$ cat config.mk
export PLATFORM = sky130hd
export DESIGN_NAME = mem_access_sequencer
export DESIGN_NICKNAME = d
export VERILOG_FILES = /design/src/rtl/mem_access_sequencer_pkg.sv /design/src/rtl/mem_access_sequencer_lane.sv /design/src/rtl/mem_access_sequencer.sv
export SDC_FILE = /design/constraint.sdc
export NUM_CORES = 1
export LEC_CHECK = 0
export ABC_CLOCK_PERIOD_IN_PS = 5500
export BUFFER_PORTS_ARGS = -buffer_cell sky130_fd_sc_hd__clkbuf_2
export CAP_MARGIN = 20
export CORE_AREA = 2 2 93 139
export CTS_CLUSTER_DIAMETER = 40
export DETAILED_ROUTE_END_ITERATION = 7
export DIE_AREA = 0 0 95 141
export GPL_ROUTABILITY_DRIVEN = 0
export GPL_TIMING_DRIVEN = 1
export PLACE_DENSITY = 0.9
export REMOVE_ABC_BUFFERS = 1
export SLEW_MARGIN = 15
export SYNTH_ARGS = -nofsm -noshare
export SYNTH_HDL_FRONTEND = slang
export SYNTH_SLANG_ARGS = --single-unit
$ cat constraint.sdc
create_clock -name Clk -period 5.5 [get_ports Clk]
set_clock_uncertainty 0.2 [all_clocks]
set_input_delay 0.825 -clock Clk [delete_from_list [all_inputs] [get_ports Clk]]
set_output_delay 0.825 -clock Clk [all_outputs]
set_load 0.01 [all_outputs]
$ cat src/rtl/mem_access_sequencer_pkg.sv
// Shared definitions for the data-memory access sequencer: access size
// encodings, sequencer state encoding, controller opcodes and the
// alignment predicate used when MEM_MISALIGN_TRAP_EN is defined.
package mem_access_sequencer_pkg;

    localparam logic [1:0] SIZE_WORD = 2'b00;
    localparam logic [1:0] SIZE_HALF = 2'b01;
    localparam logic [1:0] SIZE_BYTE = 2'b10;

    typedef enum logic [2:0] {
        IDLE  = 3'd0,
        WRITE = 3'd1,
        READ  = 3'd2,
        WAIT  = 3'd3,
        MERGE = 3'd4,
        DONE  = 3'd5
    } seqState_t;

    // Primary opcodes the main controller decodes into MemRead/MemWrite
    // and Load_size/Store_size.
    localparam logic [5:0] OP_LW = 6'h23;
    localparam logic [5:0] OP_LH = 6'h21;
    localparam logic [5:0] OP_LB = 6'h20;
    localparam logic [5:0] OP_SW = 6'h2b;
    localparam logic [5:0] OP_SH = 6'h29;
    localparam logic [5:0] OP_SB = 6'h28;

    // Size code 2'b11 behaves like a word access everywhere.
    function automatic logic isWordSize(input logic [1:0] size);
        return (size != SIZE_HALF) && (size != SIZE_BYTE);
    endfunction

    // True when the low address bits do not suit the access size.
    function automatic logic isMisaligned(input logic [1:0] size, input logic [1:0] lane);
        logic bad;
        case (size)
            SIZE_HALF: bad = lane[0];
            SIZE_BYTE: bad = 1'b0;
            default:   bad = (lane != 2'b00);
        endcase
        return bad;
    endfunction

endpackage

$ cat src/rtl/mem_access_sequencer_lane.sv
// mem_lane_merge: combinational lane logic for sub-word accesses.
// Produces the store word with the selected byte/half lane replaced and
// the sign-extended load value extracted from the selected lane.
module mem_lane_merge
    import mem_access_sequencer_pkg::*;
(
    input  logic [31:0] word,
    input  logic [31:0] data,
    input  logic [1:0]  size,
    input  logic [1:0]  lane,
    output logic [31:0] merged,
    output logic [31:0] loadVal
);

    logic [7:0]  selByte;
    logic [15:0] selHalf;

    // Lane selection and replacement; word accesses pass straight through.
    always_comb begin
        merged  = word;
        loadVal = word;
        selByte = word[8*lane +: 8];
        selHalf = word[16*lane[1] +: 16];
        case (size)
            SIZE_BYTE: begin
                merged[8*lane +: 8] = data[7:0];
                loadVal = {{24{selByte[7]}}, selByte};
            end
            SIZE_HALF: begin
                merged[16*lane[1] +: 16] = data[15:0];
                loadVal = {{16{selHalf[15]}}, selHalf};
            end
            default: begin
                merged  = data;
                loadVal = word;
            end
        endcase
    end

endmodule

$ cat src/rtl/mem_access_sequencer.sv
// mem_access_sequencer: multi-cycle sequencer between the MEM stage and a
// single-port synchronous word memory. Sub-word stores are done as
// read-modify-write. Optional alignment trap: MEM_MISALIGN_TRAP_EN.
module mem_access_sequencer
    import mem_access_sequencer_pkg::*;
#(
    parameter int MEM_AW = 10
) (
    input  logic              Clk,
    input  logic              Rst,
    input  logic              MemRead,
    input  logic              MemWrite,
    input  logic [1:0]        Load_size,
    input  logic [1:0]        Store_size,
    input  logic [31:0]       Address,
    input  logic [31:0]       WriteData,
    output logic              Stall,
    output logic              Done,
    output logic [31:0]       ReadData,
    output logic              Misalign,
    output logic [MEM_AW-1:0] mem_addr,
    output logic              mem_re,
    output logic              mem_we,
    output logic [31:0]       mem_wdata,
    input  logic [31:0]       mem_rdata
);

    seqState_t         state_q;
    logic              isStore_q;
    logic [1:0]        size_q;
    logic [1:0]        lane_q;
    logic [31:0]       data_q;
    logic [MEM_AW-1:0] memAddr_q;
    logic              memRe_q;
    logic              memWe_q;
    logic [31:0]       memWdata_q;
    logic              done_q;
    logic [31:0]       readData_q;

    logic              request;
    logic [1:0]        reqSize;
    logic              trapHit;
    logic [31:0]       mergedWord;
    logic [31:0]       loadWord;
    logic              unusedAddrHigh;

    // Address bits above the memory span wrap around and are dropped.
    assign unusedAddrHigh = ^Address[31:MEM_AW+2];

    // Store wins over load when both are requested.
    assign request = MemRead || MemWrite;
    assign reqSize = MemWrite ? Store_size : Load_size;

`ifdef MEM_MISALIGN_TRAP_EN
    logic misalign_q;
    assign trapHit  = isMisaligned(reqSize, Address[1:0]);
    assign Misalign = misalign_q;
`else
    assign trapHit  = 1'b0;
    assign Misalign = 1'b0;
`endif

    // The captured memory word is merged/extracted directly on the WAIT edge.
    mem_lane_merge u_lane (
        .word    (mem_rdata),
        .data    (data_q),
        .size    (size_q),
        .lane    (lane_q),
        .merged  (mergedWord),
        .loadVal (loadWord)
    );

    // Stall is combinational so the request cycle itself already holds the pipe.
    assign Stall = ((state_q == IDLE) && request) ||
                   ((state_q != IDLE) && (state_q != DONE));

    assign Done      = done_q;
    assign ReadData  = readData_q;
    assign mem_addr  = memAddr_q;
    assign mem_re    = memRe_q;
    assign mem_we    = memWe_q;
    assign mem_wdata = memWdata_q;

    // Sequencer FSM with registered strobes, Done and load result.
    always_ff @(posedge Clk or posedge Rst) begin
        if (Rst) begin
            state_q    <= IDLE;
            isStore_q  <= 1'b0;
            size_q     <= SIZE_WORD;
            lane_q     <= 2'b00;
            data_q     <= '0;
            memAddr_q  <= '0;
            memRe_q    <= 1'b0;
            memWe_q    <= 1'b0;
            memWdata_q <= '0;
            done_q     <= 1'b0;
            readData_q <= '0;
`ifdef MEM_MISALIGN_TRAP_EN
            misalign_q <= 1'b0;
`endif
        end else begin
            memRe_q <= 1'b0;
            memWe_q <= 1'b0;
            done_q  <= 1'b0;
`ifdef MEM_MISALIGN_TRAP_EN
            misalign_q <= 1'b0;
`endif
            case (state_q)
                IDLE: begin
                    if (request) begin
                        isStore_q <= MemWrite;
                        size_q    <= reqSize;
                        lane_q    <= Address[1:0];
                        data_q    <= WriteData;
                        memAddr_q <= Address[MEM_AW+1:2];
                        if (trapHit) begin
                            state_q <= DONE;
                            done_q  <= 1'b1;
`ifdef MEM_MISALIGN_TRAP_EN
                            misalign_q <= 1'b1;
`endif
                        end else if (MemWrite && isWordSize(reqSize)) begin
                            state_q    <= WRITE;
                            memWe_q    <= 1'b1;
                            memWdata_q <= WriteData;
                        end else begin
                            state_q <= READ;
                            memRe_q <= 1'b1;
                        end
                    end
                end
                WRITE: begin
                    state_q <= DONE;
                    done_q  <= 1'b1;
                end
                READ: begin
                    state_q <= WAIT;
                end
                WAIT: begin
                    if (isStore_q) begin
                        state_q    <= MERGE;
                        memWe_q    <= 1'b1;
                        memWdata_q <= mergedWord;
                    end else begin
                        state_q    <= DONE;
                        done_q     <= 1'b1;
                        readData_q <= loadWord;
                    end
                end
                MERGE: begin
                    state_q <= DONE;
                    done_q  <= 1'b1;
                end
                DONE: begin
                    state_q <= IDLE;
                end
                default: begin
                    state_q <= IDLE;
                end
            endcase
        end
    end

endmodule

==> impl_metrics.json, run 1 <==
{
  "cpPeakStageDelay_ps": 660,
  "grt_max_degree": 85,
  "hpwl_um": 12700,
  "numCtsBuffers": 17,
  "clk_latency_ps": 410,
  "htree_levels": 4,
  "multi_input_area_um2": 2940,
  "finalHoldViolCount": 0,
  "crit_slowest_cell": "nor4_2",
  "placed_cell_area_um2": 6990,
  "leakagePower_uw": 0.00349,
  "timing.final.crit_period_ps": 2920,
  "ioPinCount": 183,
  "nets": 842,
  "status": "finished clean",
  "syn_inst": 594,
  "cp_max_fo": 27,
  "drc": 0,
  "setup_tns_ps": 0,
  "relSlewSlack_pct": 27.8,
  "cp_cell_sequence": "buf_4 > inv_1 > ha_1 > nand2_1 > nor4_2 > a21oi_1 > o311ai_0",
  "numPortBuffers": 161,
  "wirelength_um": 17800,
  "grt_pass1_vias": 5488,
  "drt-initial-drc-count": 583,
  "cts_max_path_buffers": 2,
  "post_cts_buffers": 0,
  "min_period_over_period_pct": 53.1,
  "fp-row-count": 50,
  "cts_sinks": 117,
  "synth_top_area_cell": "dfrtp_1",
  "grt-ovfl-total": 0,
  "maxCapViolations": 0,
  "cts-root-buf": "clkbuf_16",
  "wl_per_cell_um": 19.8,
  "cp-end-kind": "flop",
  "cts_resized": 0,
  "grt_pass1_wl_um": 28000,
  "via_count": 5519,
  "start_util_pct": 50.1,
  "cp.arrival_ps": 3010,
  "cts.clk_slew.worst_paths_ps": 50,
  "required_ps": 5590,
  "firstDrtPassIters": 8,
  "die_w_um": 95,
  "peakVddDrop_mv": 0.317,
  "synth.area.top_cells": "dfrtp_1 47%, mux2_2 9.3%, nor2_1 3.7%, a221oi_1 3.5%, nor2b_1 2.2%",
  "antenna_left": 0,
  "slew_viol_final": 0,
  "start_kind": "flop",
  "die-area_um2": 13400,
  "antennaDiodeCount": 0,
  "async_reset_ff_share_pct": 100,
  "register_area_um2": 2930,
  "power_density_nw_per_um2": 662,
  "drive_gt1_share_pct": 35.8,
  "fin_area_um2": 7610,
  "grt_antenna_before_repair": 0,
  "ctsHoldBuffers": 0,
  "grt_usage_pct": 27.1,
  "final-setup-viol-count": 0,
  "synth_cell_types": 49,
  "avgSynthCellArea_um2": 10.4,
  "tritoncts": "built",
  "synth_top_flop_cell": "dfrtp_1",
  "min_path_type": "flop to flop",
  "clock.fmax_mhz": 342,
  "viasPerCell": 6.13,
  "tightest_slew_ps": 1080,
  "die_h_um": 141,
  "fill_cells": 994,
  "area_delta_synth_final_pct": 23.1,
  "rsz0062_at_grt": "no",
  "path_class": "flop to flop",
  "yosysSeqAreaShare_pct": 47.4,
  "yosysWarnings": 0,
  "synth_edf_count": 0,
  "synth-seq-cells": 117,
  "syn_area_um2": 6180,
  "core_um2": 12300,
  "synth_top_area_share_pct": 47.4
}
## worst paths after layout
| check | slack (ps) | cells past startpoint | end | startpoint |
|---|---|---|---|---|
| max in group asynchronous | 3830 | 3 | mem_wdata[2] | Rst |
| hold reg to reg | 270 | 2 | ReadData[5] | ReadData[5] |
| setup reg to reg | 2580 | 7 | mem_wdata[19] | lane_q[1] |
| min in group asynchronous | 340 | 2 | mem_we | Rst |
| setup / recovery | 2580 | 7 | mem_wdata[19] | lane_q[1] |
| hold / removal | 270 | 2 | ReadData[5] | ReadData[5] |
## cells by family (layout without fill, tap and decap cells)
group	after synthesis	after routing	synth area share, %
xor gates and xnor gates	1	1	0.142
other	1	1	0.0607
adders and majority gates	7	7	1.42
AOI/OAI and AO/OA	156	156	19.0
buffers and inverters	67	217	5.20
DFF	117	117	47.4
and+or+nand+nor	182	182	15.5
muxes	63	63	11.2
## cell usage after synthesis, types with 3 or more instances
library cell and number:
o2111ai_1 8, nand4_1 8, buf_1 4, nor3b_1 16, dfrtp_1 117, or2_2 3
a32oi_1 5, a22o_1 9, o311ai_0 8, nor2_1 61, o31ai_1 16, nand2b_1 4
inv_1 15, a22oi_1 9, clkbuf_1 17, buf_2 19, nand3_1 9, ha_1 7
nor2b_1 22, o2bb2ai_1 5, a221o_1 8, a21oi_1 25, a221oi_1 25, mux2_2 51
and2_1 4, nor3_1 19, a21o_1 11, o21ai_0 22, mux2i_1 12, nand2_1 26
buf_4 8
## placed cells by master (no fill, tap or decap), types with 4 or more instances in the layout
master,synthesis,final
dfrtp_1,117,117
nor2_1,61,60
a22o_1,9,9
clkbuf_2,1,161
nor3_1,19,19
o311ai_0,8,8
nand4_1,8,8
a21oi_1,25,25
mux2i_1,12,12
a21o_1,11,11
o2111ai_1,8,8
nand2b_1,4,4
mux2_2,51,51
o2bb2ai_1,5,5
a32oi_1,5,5
nand2_1,26,26
clkbuf_16,0,17
bufinv_16,0,4
a22oi_1,9,8
o31ai_1,16,16
buf_4,8,8
a221o_1,8,8
o21ai_0,22,22
nor2b_1,22,22
nand3_1,9,9
ha_1,7,7
a221oi_1,25,25
clkinv_2,0,7
inv_1,15,14
nor3b_1,16,16
## metrics by stage
stage	power, uW	utilization (%)	hold WS, ps	std cells	setup slack, ps
after global placement	3760	56.7	263	868	2600
after global routing	5320	61.7	313	900	2450
after CTS	5020	61.7	284	900	2600
after detailed placement	3860	56.7	273	868	2570
after floorplan	3060	-	281	543	1370
final	5030	61.7	274	900	2580
## sequential cells by signal, indices dropped and copies added, names as in the netlist
name	flops
Done	1
ReadData	32
data_q	32
isStore_q	1
lane_q	2
mem_addr	10
mem_re	1
mem_wdata	32
mem_we	1
size_q	2
state_q	3
## critical path, delay by kind of cell, from the launching register on
family / cells / cell delay (ps)
buf+inv: 2 / 480
compound gates: 2 / 620
flops: 1 / 340
simple gates: 2 / 760
fa+ha+maj: 1 / 400
## routing by layer
metal	wire length [um]	vias to the layer above	track usage [%]
met5	0	-	0
met1	6590	2688	32.5
met2	9110	285	45.4
li1	-	2480	-
met3	1190	66	5.56
met4	892	0	14.4
## power by group
group | internal [uW] | leakage, uW | switching [uW]
clock network | 775 | 0.000310 | 377
logic | 997 | 0.00177 | 1270
registers | 1290 | 0.00141 | 324
total | 3060 | 0.00349 | 1970
## layout make-up
type | instances | share of cell area [%]
multi-input cells | 410 | 38.6
flip-flops and latches | 117 | 38.5
repair buffers | 169 | 11.4
clock buffers | 21 | 6.05
well taps | 156 | 2.57
clock inverters | 11 | 2.04
inverters | 16 | 0.855
No activity file was read; power rests on OpenSTA's default activity.
==> inputs of run 2 (changes only) <==
Settings changed: ABC_CLOCK_PERIOD_IN_PS 5500 to 2600, CORE_AREA 2 2 93 139 to 2 2 97 146, DIE_AREA 0 0 95 141 to 0 0 99 148, PLACE_DENSITY 0.9 to 0.86.
Clock period 5.5 ns to 2.6 ns, I/O delays scaled along.
==> impl_metrics.json, run 2 (synthesis results as in run 1) <==
{
  "status": "finished clean",
  "maxCapViolations": 0,
  "ioPinCount": 183,
  "cp-end-kind": "flop",
  "holdWs_ps": 11.5,
  "start_kind": "flop",
  "cts-root-buf": "clkbuf_16",
  "firstDrtPassIters": 6,
  "min_path_type": "input pin to flop",
  "drt-initial-drc-count": 643,
  "grt-ovfl-total": 0,
  "post_cts_buffers": 0,
  "relSlewSlack_pct": 62.6,
  "nets": 864,
  "cts.clk_slew.worst_paths_ps": 60,
  "cp_cell_sequence": "inv_1 > ha_1 > and4bb_2 > nor3b_4 > a221oi_1 > o31ai_1",
  "grt_antenna_before_repair": 0,
  "via_count": 5617,
  "antenna_left": 0,
  "timing.final.crit_period_ps": 2390,
  "fp-row-count": 52,
  "cpPeakStageDelay_ps": 420,
  "rrSetupSlack_ps": 210,
  "required_ps": 2700,
  "hold_path_end": "mem_addr[6]",
  "clock.fmax_mhz": 419,
  "tritoncts": "built",
  "viasPerCell": 6.05,
  "clk_latency_ps": 420,
  "layout_common_cells": "161 x clkbuf_2, 117 x dfrtp_1, 60 x nor2_1, 51 x mux2_2, 26 x nand2_1",
  "worstHoldPathCells": 2,
  "hpwl_um": 13400,
  "core_um2": 13300,
  "leakagePower_uw": 0.00363,
  "tightest_slew_ps": 561,
  "slew_viol_final": 0,
  "path_class": "flop to flop",
  "wirelength_um": 18800,
  "die_h_um": 148,
  "final_common_cell": "clkbuf_2",
  "worstRegToRegCells": 6,
  "crit_slowest_cell": "ha_1",
  "final-setup-viol-count": 0,
  "cp.arrival_ps": 2490,
  "start_util_pct": 46.3,
  "area_delta_synth_final_pct": 27.8,
  "min_period_over_period_pct": 91.9,
  "cts_sinks": 117,
  "grt_usage_pct": 26.0,
  "power_density_nw_per_um2": 1400,
  "grt_max_degree": 50,
  "die-area_um2": 14700,
  "r2r_start": "size_q[0]",
  "numPortBuffers": 161,
  "fin_ws_ps": 211,
  "rsz0062_at_grt": "no",
  "hp-start": "Address[8]",
  "drive_gt1_share_pct": 37.2,
  "htree_levels": 4,
  "grt_pass1_vias": 5586,
  "grt_pass1_wl_um": 29700,
  "antennaDiodeCount": 0,
  "r2r_end": "mem_wdata[24]",
  "numCtsBuffers": 17,
  "place_ws_ps": 192,
  "cp_max_fo": 9,
  "peakVddDrop_mv": 0.691,
  "die_w_um": 99,
  "finalHoldViolCount": 0,
  "cts_max_path_buffers": 2,
  "wl_per_cell_um": 20.3,
  "drc": 0
}
run 2: power by group:
group / switching, uW / internal, uW / leakage, uW
logic: 2770 / 2250 / 0.00190
clock network: 820 / 1820 / 0.000326
registers: 696 / 2720 / 0.00141
total: 4280 / 6800 / 0.00363
run 2: cell type report:
type,count,area (um^2)
Clock buffer,24,502
Clock inverter,8,168
Fill cell,1089,5440
Inverter,16,62.6
Multi-Input combinational cell,410,2940
Sequential cell,117,2930
Tap cell,162,203
Timing Repair Buffer,191,1090
run 2: critical path, delay by kind of cell (launching register included):
family,cells,cell delay [ps]
compound gates,2,500
fa+ha+maj,1,420
buf+inv,1,70
flops,1,400
simple gates,2,670
run 2: per-stage QoR:
| stage | area, um^2 | power, uW | utilization (%) | cells | TNS (ps) |
|---|---|---|---|---|---|
| detailed placement | 7180 | 8300 | 53.8 | 891 | 0 |
| global route | 7900 | 11700 | 59.2 | 928 | 0 |
| CTS | 7900 | 11000 | 59.2 | 928 | 0 |
| global placement | 7180 | 8120 | 53.8 | 891 | 0 |
| floorplan | 5920 | 6470 | - | 543 | -165260 |
| finish | 7900 | 11100 | 59.2 | 928 | 0 |
run 2: metal layers:
metal | track usage [%] | vias up | wire length, um
li1 | - | 2521 | -
met1 | 30.1 | 2705 | 6850
met2 | 42.1 | 314 | 9330
met3 | 7.28 | 77 | 1430
met4 | 16.6 | 0 | 1220
met5 | 0 | - | 0
run 2: timing repair:
action,in CTS,in global routing
hold buffers,5,0
resized for setup,0,2
hold endpoints to repair,42,0
endpoints found under the setup margin,0,9
run 2: how the worst max path moves through the flow:
stage | cells past startpoint | end | slack [ps] | start
CTS | 6 | mem_wdata[23] | 160 | size_q[0]
global placement | 6 | mem_wdata[16] | 330 | size_q[0]
detailed placement | 6 | mem_wdata[19] | 190 | size_q[0]
global route | 6 | mem_wdata[27] | 50 | size_q[0]
finish | 6 | mem_wdata[24] | 210 | size_q[0]
floorplan | 1 | Done | -1090 | Rst
